### config.mk
export PLATFORM = sky130hd
export DESIGN_NAME = oam_dma
export DESIGN_NICKNAME = d
export VERILOG_FILES = /design/src/rtl/oam_dma.sv
export SDC_FILE = /design/constraint.sdc
export NUM_CORES = 1
export LEC_CHECK = 0
export ABC_AREA = 1
export CORE_UTILIZATION = 37
export CTS_BUF_LIST = sky130_fd_sc_hd__clkbuf_8
export CTS_CLUSTER_DIAMETER = 80
export DETAILED_ROUTE_END_ITERATION = 8
export GPL_ROUTABILITY_DRIVEN = 0
export PLACE_DENSITY = 0.75
export REMOVE_ABC_BUFFERS = 1
export SYNTH_ARGS = -nofsm -noshare
export SYNTH_HDL_FRONTEND = slang
export SYNTH_SLANG_ARGS = --single-unit
### constraint.sdc
create_clock -name clk -period 2.2 [get_ports clk]
set_clock_uncertainty 0.2 [all_clocks]
set_input_delay 0.33 -clock clk [delete_from_list [all_inputs] [get_ports clk]]
set_output_delay 0.33 -clock clk [all_outputs]
set_load 0.03 [all_outputs]
### src/rtl/oam_dma.sv
// OAM DMA engine: snoops the FF46 write and copies OAM_BYTES bytes from page
// SRC_HI into OAM at FE00, one byte every BYTE_CYCLES clocks.
module oam_dma #(
    parameter int BYTE_CYCLES = 4,
    parameter int START_DELAY = 4,
    parameter int OAM_BYTES   = 160
) (
    input  logic        clk,
    input  logic        rst,
    input  logic [15:0] ADDR,
    input  logic        WR,
    input  logic [7:0]  MMIO_DATA_out,
    output logic        DMA_ACTIVE,
    output logic        DMA_RD,
    output logic [15:0] DMA_ADDR,
    input  logic [7:0]  DMA_DATA_in,
    output logic        OAM_WR,
    output logic [15:0] OAM_ADDR,
    output logic [7:0]  OAM_DATA_out
);

    localparam int PW = $clog2(BYTE_CYCLES);
    localparam int DW = (START_DELAY > 1) ? $clog2(START_DELAY) : 1;
    localparam logic [PW-1:0] LAST_PHASE = PW'(BYTE_CYCLES - 1);
    localparam logic [DW-1:0] DELAY_LOAD = (START_DELAY > 0) ? DW'(START_DELAY - 1) : '0;
    localparam logic [7:0]    LAST_IDX   = 8'(OAM_BYTES - 1);

    typedef enum logic [1:0] {
        IDLE  = 2'd0,
        START = 2'd1,
        XFER  = 2'd2
    } state_t;

    state_t        state_reg, state_next;
    logic [7:0]    src_hi_reg, src_hi_next;
    logic [7:0]    idx_reg, idx_next;
    logic [PW-1:0] phase_reg, phase_next;
    logic [DW-1:0] delay_reg, delay_next;

    logic          dma_active_reg;
    logic          dma_rd_reg;
    logic [15:0]   dma_addr_reg;
    logic          oam_wr_reg;
    logic [15:0]   oam_addr_reg;
    logic [7:0]    oam_data_hold_reg;

    logic          trigger;
    logic [7:0]    src_mapped;
    logic          rd_next;
    logic          wr_next;

    assign trigger = WR && (ADDR == 16'hFF46);
    // Pages E0..FF are echo RAM; fold them back onto C0..DF.
    assign src_mapped = (MMIO_DATA_out > 8'hDF) ? (MMIO_DATA_out - 8'h20) : MMIO_DATA_out;

    always_comb begin
        state_next  = state_reg;
        src_hi_next = src_hi_reg;
        idx_next    = idx_reg;
        phase_next  = phase_reg;
        delay_next  = delay_reg;

        case (state_reg)
            IDLE: begin
            end
            START: begin
                if (delay_reg == '0) begin
                    state_next = XFER;
                    phase_next = '0;
                    idx_next   = 8'h00;
                end else begin
                    delay_next = delay_reg - DW'(1);
                end
            end
            XFER: begin
                // The copy ends right after the last OAM write, not at the end of its slot.
                if (phase_reg == PW'(1) && idx_reg == LAST_IDX) begin
                    state_next = IDLE;
                    phase_next = '0;
                    idx_next   = 8'h00;
                end else if (phase_reg == LAST_PHASE) begin
                    phase_next = '0;
                    idx_next   = idx_reg + 8'h01;
                end else begin
                    phase_next = phase_reg + PW'(1);
                end
            end
            default: begin
                state_next = IDLE;
                phase_next = '0;
                idx_next   = 8'h00;
            end
        endcase

        // A trigger overrides everything, including an in-flight copy.
        if (trigger) begin
            src_hi_next = src_mapped;
            idx_next    = 8'h00;
            phase_next  = '0;
            delay_next  = DELAY_LOAD;
            state_next  = (START_DELAY == 0) ? XFER : START;
        end
    end

    assign rd_next = (state_next == XFER) && (phase_next == '0);
    assign wr_next = (state_next == XFER) && (phase_next == PW'(1));

    always_ff @(posedge clk or posedge rst) begin
        if (rst) begin
            state_reg         <= IDLE;
            src_hi_reg        <= 8'h00;
            idx_reg           <= 8'h00;
            phase_reg         <= '0;
            delay_reg         <= '0;
            dma_active_reg    <= 1'b0;
            dma_rd_reg        <= 1'b0;
            dma_addr_reg      <= 16'h0000;
            oam_wr_reg        <= 1'b0;
            oam_addr_reg      <= 16'h0000;
            oam_data_hold_reg <= 8'h00;
        end else begin
            state_reg      <= state_next;
            src_hi_reg     <= src_hi_next;
            idx_reg        <= idx_next;
            phase_reg      <= phase_next;
            delay_reg      <= delay_next;
            dma_active_reg <= (state_next != IDLE);
            dma_rd_reg     <= rd_next;
            oam_wr_reg     <= wr_next;
            if (rd_next) begin
                dma_addr_reg <= {src_hi_next, idx_next};
            end
            if (wr_next) begin
                oam_addr_reg <= 16'hFE00 + {8'h00, idx_next};
            end
            if (oam_wr_reg) begin
                oam_data_hold_reg <= DMA_DATA_in;
            end
        end
    end

    assign DMA_ACTIVE   = dma_active_reg;
    assign DMA_RD       = dma_rd_reg;
    assign DMA_ADDR     = dma_addr_reg;
    assign OAM_WR       = oam_wr_reg;
    assign OAM_ADDR     = oam_addr_reg;
    // Source data arrives the clock after the read, so it is forwarded straight through.
    assign OAM_DATA_out = oam_wr_reg ? DMA_DATA_in : oam_data_hold_reg;

endmodule

==> reports/qor.csv, run 1 <==
stage;metric;value;unit
global_routing;grt_pass1_vias;2255;
route;vias;2255;
finish;drive_gt1_share;14.5;%
setup_path;regToRegStartpoint;idx_reg[0];
route;drc;0;
setup_path;r2r-end;OAM_ADDR[7];
power;power_frac_comb;4.7;%
global_routing;overflow;0;
setup_path;critPathMaxStageDelay;360;ps
power;switching_share;20.7;%
timing;report.final.slew_viol_count;0;
setup_path;reg2reg_setup_slack;200;ps
clock_tree;root_buffer;clkbuf_8;
setup_path;cp.required;1670;ps
yosys;yosysSeqAreaShare;53.4;%
global_routing;top_usage_layer;met2;
floorplanning;rows;30;
floorplanning;die-area;7700;um2
route;vias_per_cell;4.47;
timing;tns;0;ps
yosys;ys_async_sr_fraction;100;%
route;detail-route-antenna-nets;0;
route;drt_iter0_markers;129;
finish;largest_reg_flops;16;
placed_design;place_ws;4.58;ps
clock_tree;cts_made_buffers;9;
yosys;synthSimpleGateAreaFrac;29.3;%
timing;hold_viol_final;0;
placed_design;io_buffers;76;
floorplanning;pin_count;78;
timing;finalSetupViolations;0;
global_routing;gr-usage-met3;4.52;%
timing;period_needed;2080;ps
clock_tree;clkSlewWorstSetupHoldPaths;60;ps
setup_path;startpoint_type;register;
hold_path;worstHoldPathType;in -> async;
global_routing;met2_usage;30.8;%
yosys;ys_ff_latch;58;
floorplanning;core-area;6940;um2
yosys;synth_top_family_by_area;simple AND/OR/NAND/NOR gates;
yosys;synthMuxAreaShare;3.31;%
power;pwr_density_cell;570;nW/um2
clock_tree;clock-sinks;58;
setup_path;worstPathCellList;buf_4 -> mux2_2 -> dlygate4sd2_1;
setup_path;cp_max_fo;7;
route;totalWireLength;6210;um
finish;nets;444;
setup_path;reg2regPathDepth;12;
clock_tree;cts_setup_buffers;0;
clock_tree;cts_tree;done;
setup_path;worstPathArrival;1550;ps
yosys;synth.distinct_cells;29;
yosys;synth-xor-area-share;0.644;%
yosys;synthesis.area;2720;um2
global_routing;gr-usage-all-layers;18.2;%
global_routing;grt_pass1_wl;10400;um
power;vdd_drop_max;366;uV
clock_tree;cts_hold_buf;0;
setup_path;crit_family;buffers and inverters;
yosys;ys.warnings.count;0;
flow_run;drv_cap;0;
floorplanning;start_util;39.2;%
timing;setup_ws;118;ps
global_routing;grt_max_degree;41;
route;dr.pass1.iters;4;
clock_tree;clockBufferDepth;2;
timing;hold-worst-slack;109;ps
floorplanning;die_w;87.7;um
yosys;synth.avg_cell_area;8.61;um2
global_routing;antenna_found_initial;0;
finish;diodes;0;
power;pwr-share-seq;48.9;%
finish;area_growth;40.8;%
placed_design;placedInstanceArea;3640;um2
yosys;synth-compound-area-share;3.86;%
setup_path;slowest_stage;dlygate4sd2_1;
finish;fin_util;55.2;%
status;status;completed;
timing;clock.fmax;480;MHz
power;power_switching;0.452;mW
timing;finalCritPeriodShare;94.6;%
global_routing;use_met1;22.0;%
yosys;synthAdderAreaFrac;2.30;%
setup_path;crit_path_end_kind;primary output;
placed_design;dpl.hpwl;4500;um
floorplanning;die_h;87.7;um
timing;rsz0062_at_grt;no;
setup_path;critPathBufInv;2;
clock_tree;worstSkewPairLatency;340;ps
yosys;synth_top_flop_cell;dfrtp_1;
yosys;postSynthCellCount;316;
power;p_clk_share;46.5;%
power;p_int;1.73;mW
power;p_leak;1.96;nW
route;wl_per_cell;12.3;um
setup_path;criticalPathCategory;reg -> out;
yosys;synth_edf_count;0;
finish;fin_area;3830;um2
clock_tree;htree_levels;3;
metrics by stage:
| step | total power, mW | instances |
|---|---|---|
| final | 2.18 | 504 |
| after global routing | 2.26 | 504 |
| after floorplan | 1.12 | 305 |
| after detailed placement | 1.19 | 489 |
| after CTS | 2.20 | 504 |
| after global placement | 1.19 | 489 |
power groups by stage:
stage                     Sequential (mW)  Clock, mW  Combinational, mW
after floorplan                      1.09          0             0.0289
after global placement               1.09          0              0.102
after detailed placement             1.09          0              0.104
after CTS                            1.07       1.03              0.104
after global routing                 1.07       1.08              0.116
final                                1.07       1.02              0.102
what timing repair did:
item / 4_1_cts / 5_1_grt
resized for setup: 8 / 0
hold endpoints to repair: 0 / 0
endpoints found under the setup margin: 8 / 0
cell usage after synthesis, drive strengths merged, types with 2 or more instances:
master / instances / area (um2)
a21oi: 6 / 33.8
mux2: 8 / 90.1
buf: 9 / 71.3
inv: 29 / 109
nand4: 3 / 18.8
nor2: 22 / 114
clkbuf: 2 / 7.51
nand3: 12 / 80.1
nand2: 143 / 574
o21ai: 11 / 55.1
ha: 5 / 62.6
dfrtp: 58 / 1450
how the worst max path moves through the flow:
stage                      start         endpoint  slack, ps  cells after the start
floorplan           OAM_ADDR[14]     OAM_ADDR[10]        120                      0
global placement         ADDR[5]      OAM_ADDR[7]         60                     10
detailed placement       ADDR[5]      DMA_ADDR[3]          5                     10
CTS                       OAM_WR  OAM_DATA_out[2]         80                      3
global route        phase_reg[0]      OAM_ADDR[7]         30                      9
finish                    OAM_WR  OAM_DATA_out[7]        120                      3
layout by cell type, fill, tap and decap left out:
master           Yosys  final
nand3_2              4      4
nor3_1               1      1
ha_1                 5      5
bufinv_16            0      1
dlygate4sd2_1        0      8
nand2_2              6      6
clkbuf_8             0     12
buf_4                8     10
nand3_1              8      8
a21oi_2              1      1
mux2_2               8      8
o2111ai_1            1      1
inv_2                6      7
or2_2                1      1
o21ai_0              9      9
dfrtp_1             58     58
clkinv_2             0      1
buf_12               0      2
inv_1               23     23
clkdlybuf4s50_1      0     68
clkinv_1             1      1
nor2_8               1      1
nand4_1              3      3
a21oi_1              5      5
conb_1               1      1
nor2_4               2      2
nand2_1            134    134
nor2_1              19     19
xnor2_1              1      1
xor2_1               1      1
o21ai_1              2      2
nand2_4              3      3
o211ai_1             1      1
final cells by class:
type	instances	area, um2
Clock buffer	12	165
Clock inverter	3	38.8
Fill cell	632	3110
Inverter	30	113
Multi-Input combinational cell	217	1080
Sequential cell	58	1450
Tap cell	96	120
Timing Repair Buffer	88	866
kinds of logic after synthesis:
group,count (synthesis)
simple gates,182
flops,58
buf+inv,41
compound gates,19
mux,8
fa+ha+maj,5
xor+xnor,2
other cells,1
routing by layer:
layer / vias up / part of all wire, %
met5: - / 0
met4: 0 / 2.1
met3: 12 / 4.1
met2: 46 / 51
met1: 1052 / 43
li1: 1145 / -
(Power assumes the default switching activity.)
==> run 2, diff against run 1 <==
TNS_END_PERCENT = 1   (was not set)
==> results of run 2 <==
The final DEF is identical to that of run 1; final timing and power are the same.
==> run 3, diff against run 2 <==
CORE_ASPECT_RATIO = 1.75   (was not set)
clock period = 2.3 ns   (was 2.2 ns; I/O delays follow)
==> run 3 against run 2 <==
Effect of this change:
- combinational power down 6%
- flip-flop and latch count unchanged
- clock power up 7%
- critical path depth down 1
- largest cell class unchanged
- global-route usage about the same
==> reports/qor.csv, run 3 (same netlist as run 1, synthesis figures left out) <==
stage;metric;value;unit
setup_path;reg2regPathDepth;11;
hold_path;worstHoldPathType;in -> async;
timing;period_needed;2100;ps
clock_tree;cts_made_buffers;9;
clock_tree;cts_setup_buffers;0;
placed_design;io_buffers;76;
floorplanning;start_util;37.9;%
clock_tree;worstSkewPairLatency;340;ps
floorplanning;pin_count;78;
status;status;completed;
global_routing;grt_pass1_wl;10400;um
finish;final_cell_mix;nand2_1 (134), clkdlybuf4s50_1 (68), dfrtp_1 (57);
floorplanning;die_w;66.8;um
floorplanning;core-area;7180;um2
placed_design;place_ws;24.8;ps
timing;finalSetupViolations;0;
clock_tree;clockBufferDepth;2;
finish;largest_reg_flops;16;
route;totalWireLength;6210;um
setup_path;worstPathArrival;1550;ps
finish;multi_input_area;1080;um2
clock_tree;cts_tree;done;
finish;nFillCells;668;
placed_design;dpl.hpwl;4770;um
timing;hold-worst-slack;147;ps
floorplanning;rows;41;
global_routing;grt_max_degree;39;
finish;final-seq-area;1450;um2
finish;fin_util;52.8;%
clock_tree;clkSlewWorstSetupHoldPaths;60;ps
route;vias;2286;
global_routing;grt_pass1_vias;2329;
finish;final_common_cell;nand2_1;
setup_path;cp.required;1750;ps
timing;finalCritPeriodShare;91.2;%
clock_tree;clock-sinks;58;
finish;fin_area;3790;um2
placed_design;placedInstanceArea;3560;um2
finish;area_growth;39.4;%
floorplanning;die-area;7710;um2
route;vias_per_cell;4.67;
timing;tns;0;ps
clock_tree;root_buffer;clkbuf_8;
global_routing;antenna_found_initial;0;
route;detail-route-antenna-nets;0;
timing;setup_ws;204;ps
setup_path;startpoint_type;register;
floorplanning;die_h;115;um
power;pwr_density_cell;582;nW/um2
timing;hold_viol_final;0;
timing;clock.fmax;477;MHz
route;drt_iter0_markers;49;
global_routing;overflow;0;
finish;drive_gt1_share;14.1;%
route;wl_per_cell;12.7;um
route;dr.pass1.iters;4;
setup_path;crit_path_end_kind;primary output;
setup_path;criticalPathCategory;reg -> out;
power;vdd_drop_max;450;uV
global_routing;gr-usage-all-layers;18.2;%
timing;report.final.slew_viol_count;0;
flow_run;drv_cap;0;
finish;diodes;0;
power;p_leak;1.93;nW
finish;nets;439;
setup_path;cp_max_fo;9;
route;drc;0;
timing;rsz0062_at_grt;no;
clock_tree;htree_levels;3;
-- run 3: changes by cell type in the layout (fill, tap and decap cells not counted), sizes merged --
cell      change
buf           -5
bufinv        +1
clkinvlp      +1
inv           -1
-- run 3: layout make-up --
class | count | share of cell area, %
tap | 86 | 2.84
multi-input combinational | 217 | 28.4
inverter | 30 | 2.97
timing repair buffer | 83 | 21.2
clock inverter | 4 | 1.91
sequential | 58 | 38.3
clock buffer | 12 | 4.36
-- run 3: timing repair --
action | 4_1_cts | 5_1_grt
hold buffers | 0 | 0
endpoints found under the setup margin | 8 | 0
resized for setup | 9 | 0
-- run 3: final timing paths --
kind / startpoint / end / slack, ps
max: OAM_WR / OAM_DATA_out[0] / 200
max in group asynchronous: rst / DMA_ADDR[15] / 1340
min in group clk: OAM_ADDR[6] / OAM_ADDR[6] / 280
min: rst / DMA_ADDR[13] / 150
min reg2reg: OAM_ADDR[6] / OAM_ADDR[6] / 280
max reg2reg: idx_reg[0] / DMA_ADDR[4] / 220
-- run 3: through the flow --
stage	power, mW	cells
6_report	2.21	490
5_1_grt	2.29	490
4_1_cts	2.24	490
3_5_place_dp	1.14	474
3_3_place_gp	1.14	474
2_1_floorplan	1.07	305
-- run 3: worst max-delay path: stages (launching register included) --
cell and delay, ps:
dfrtp_2 470, mux2_2 380, dlygate4sd2_1 360
-- run 3: where the power goes --
group          internal, mW  switching (mW)  leakage (nW)
registers              1.02        0.000222         0.778
clock network         0.696           0.394         0.119
logic                0.0577          0.0378          1.04
-- run 3: per-layer routing --
metal | GRT usage (%) | up-vias | part of all wire [%]
met4 | 11.1 | 0 | 3.6
met5 | 0 | - | 0
li1 | - | 1139 | -
met2 | 31.9 | 44 | 56
met1 | 19.5 | 1086 | 37
met3 | 3.64 | 17 | 3.0
==> variant: new RTL, config.mk and constraints of run 2 <==
The parameter `START_DELAY` goes from 4 to 2.
--- a/src/rtl/oam_dma.sv
+++ b/src/rtl/oam_dma.sv
@@ -2,7 +2,7 @@
 // SRC_HI into OAM at FE00, one byte every BYTE_CYCLES clocks.
 module oam_dma #(
     parameter int BYTE_CYCLES = 4,
-    parameter int START_DELAY = 4,
+    parameter int START_DELAY = 2,
     parameter int OAM_BYTES   = 160
 ) (
     input  logic        clk,
Formal check against the unedited RTL: not equivalent (a bounded check fails within 4 cycles, from zero or initial values and one cycle with rst high).
==> variant against run 2 <==
- worst hold slack improved by 11 ps
- area after synthesis decreased by 2.0%
- worst setup slack worse by 12 ps
- sequential cell count down 1
- maximum frequency down 0.59%
- cell area fell by 2.7%
- wire length down 3.2%
- sequential share of layout area up 0.40 points
- largest cell class unchanged
- highest routed layer unchanged
Power is not compared: it rests on default switching activity, and its combinational part moved more than twofold at a synthesized area within 25%.
==> variant: results (changes against run 2) <==
| Metric | Value |
|---|---|
| Result of the run | finished, final reports clean |
| WP data arrival | 1560 ps |
| Sequential cell area fraction in the yosys report | 53.5% (+0.14 points) |
| Critical path fanouts, max | 9 (+2) |
| Most instantiated cells after synthesis | 135 x nand2_1, 57 x dfrtp_1, 24 x inv_1 |
| Most area-consuming cells after synthesis | dfrtp_1 53%, nand2_1 19%, inv_1 3.4% |
| Filler instances | 606 (-4.1%) |
| Detailed Route WL | 6010 um (-3.2%) |
| Number of flip-flops in the largest register | 16 (unchanged) |
| Area of placed instances | 3540 um^2 (-2.6%) |
| Maximum number of pins on one net before global-route repair | 29 (-29%) |
| Register-to-register setup slack | 240 ps (+40 ps) |
| Number of buffers inserted to repair setup after CTS | 0 (unchanged) |
| Worst ir drop on vdd | 461 uV |
| Tot GR Track Use | 17.8% (-0.48 points) |
| Insertion delay of the later-clocked pin in the worst-skew pair | 330 ps |
| FF-to-FF End | DMA_ADDR[4] |
| Via count of the routed design | 2211 (-2.0%) |
| FF/Latch Area | 1430 um^2 (-1.6%) |
| Post-place setup slack | -12.9 ps (-17.5 ps) |
| Initial antenna violation count | 0 (unchanged) |
| Hold slack | 120 ps (+11.2 ps) |
| Violation count after the first detailed-route iteration | 126 (-2.3%) |
| Final HPWL from detailed placement | 4460 um (-0.92%) |
| Number of nets in the final layout | 432 (-2.7%) |
| TritonCTS Buffers | 9 (unchanged) |
| Pre-antenna DRT Iters | 4 (unchanged) |
| Fraction of final layout cells with drive strength greater than 1 | 15.3% (+0.87 points) |
| Asr flop ratio synth | 100% (unchanged) |
| Worst R2R Path Depth | 12 (unchanged) |
| Clk slew on worst S/H paths | 70 ps |
| CTS Buffer Depth | 2 (unchanged) |
| First-pass GRT wire length | 10200 um (-1.7%) |
| Worst Hold Class | primary input to asynchronous set/reset pin |
-- variant: logic make-up after synthesis --
family	after synthesis	synth area share (%)
multiplexers	8	3.38
AO/OA/AOI/OAI	15	3.10
buffers and inverters	41	7.46
AND/OR/NAND/NOR	179	29.6
other	1	0.141
XOR/XNOR	3	0.986
flip-flops	57	53.5
adder cells (fa/ha/maj)	4	1.88
-- variant: final cells by class --
class	instances	area share, %
Timing Repair Buffer	85	22.3
Clock inverter	5	1.04
Sequential cell	57	38.3
Clock buffer	11	4.06
Tap cell	96	3.22
Multi-Input combinational cell	210	28.0
Inverter	30	3.09
-- variant: worst max-delay path, cell delays in order, from the launching register on --
cell           delay, ps
dfrtp_2              490
mux2_2               380
dlygate4sd2_1        360
-- variant: repair_timing --
action | CTS | global route
pin swaps | 0 | 0
setup endpoints to repair | 8 | 1
resized for setup | 9 | 1
cloned | 0 | 0
-- variant: how the worst max path moves through the flow --
stage	from	to	slack (ps)	cells past startpoint
after floorplan	OAM_ADDR[14]	OAM_ADDR[10]	120	0
after global placement	ADDR[5]	DMA_ADDR[4]	30	10
after detailed placement	ADDR[8]	DMA_ADDR[10]	-10	12
after CTS	OAM_WR	OAM_DATA_out[0]	110	2
after global routing	OAM_WR	OAM_DATA_out[2]	50	2
final	OAM_WR	OAM_DATA_out[0]	110	2
-- variant: layer usage --
| layer | up-vias | global-route usage (%) | part of all wire (%) |
|---|---|---|---|
| met5 | - | 0 | 0 |
| met4 | 0 | 5.45 | 1.3 |
| met3 | 9 | 4.74 | 3.2 |
| met2 | 44 | 31.5 | 51 |
| met1 | 1044 | 20.9 | 44 |
| li1 | 1114 | - | - |
-- variant: through the flow --
step	total power [mW]	cells	TNS, ps
global placement	2.50	478	0
global route	3.63	494	0
CTS	3.44	494	0
detailed placement	2.53	478	-14.8
floorplan	2.07	297	0
finish	3.42	494	0
-- variant: power breakdown --
part	total [mW]	leakage, nW	internal [mW]	switching, mW
Clock	0.919	0.0842	0.473	0.446
Sequential	1.36	0.721	1.22	0.134
Combinational	1.15	1.06	0.463	0.686
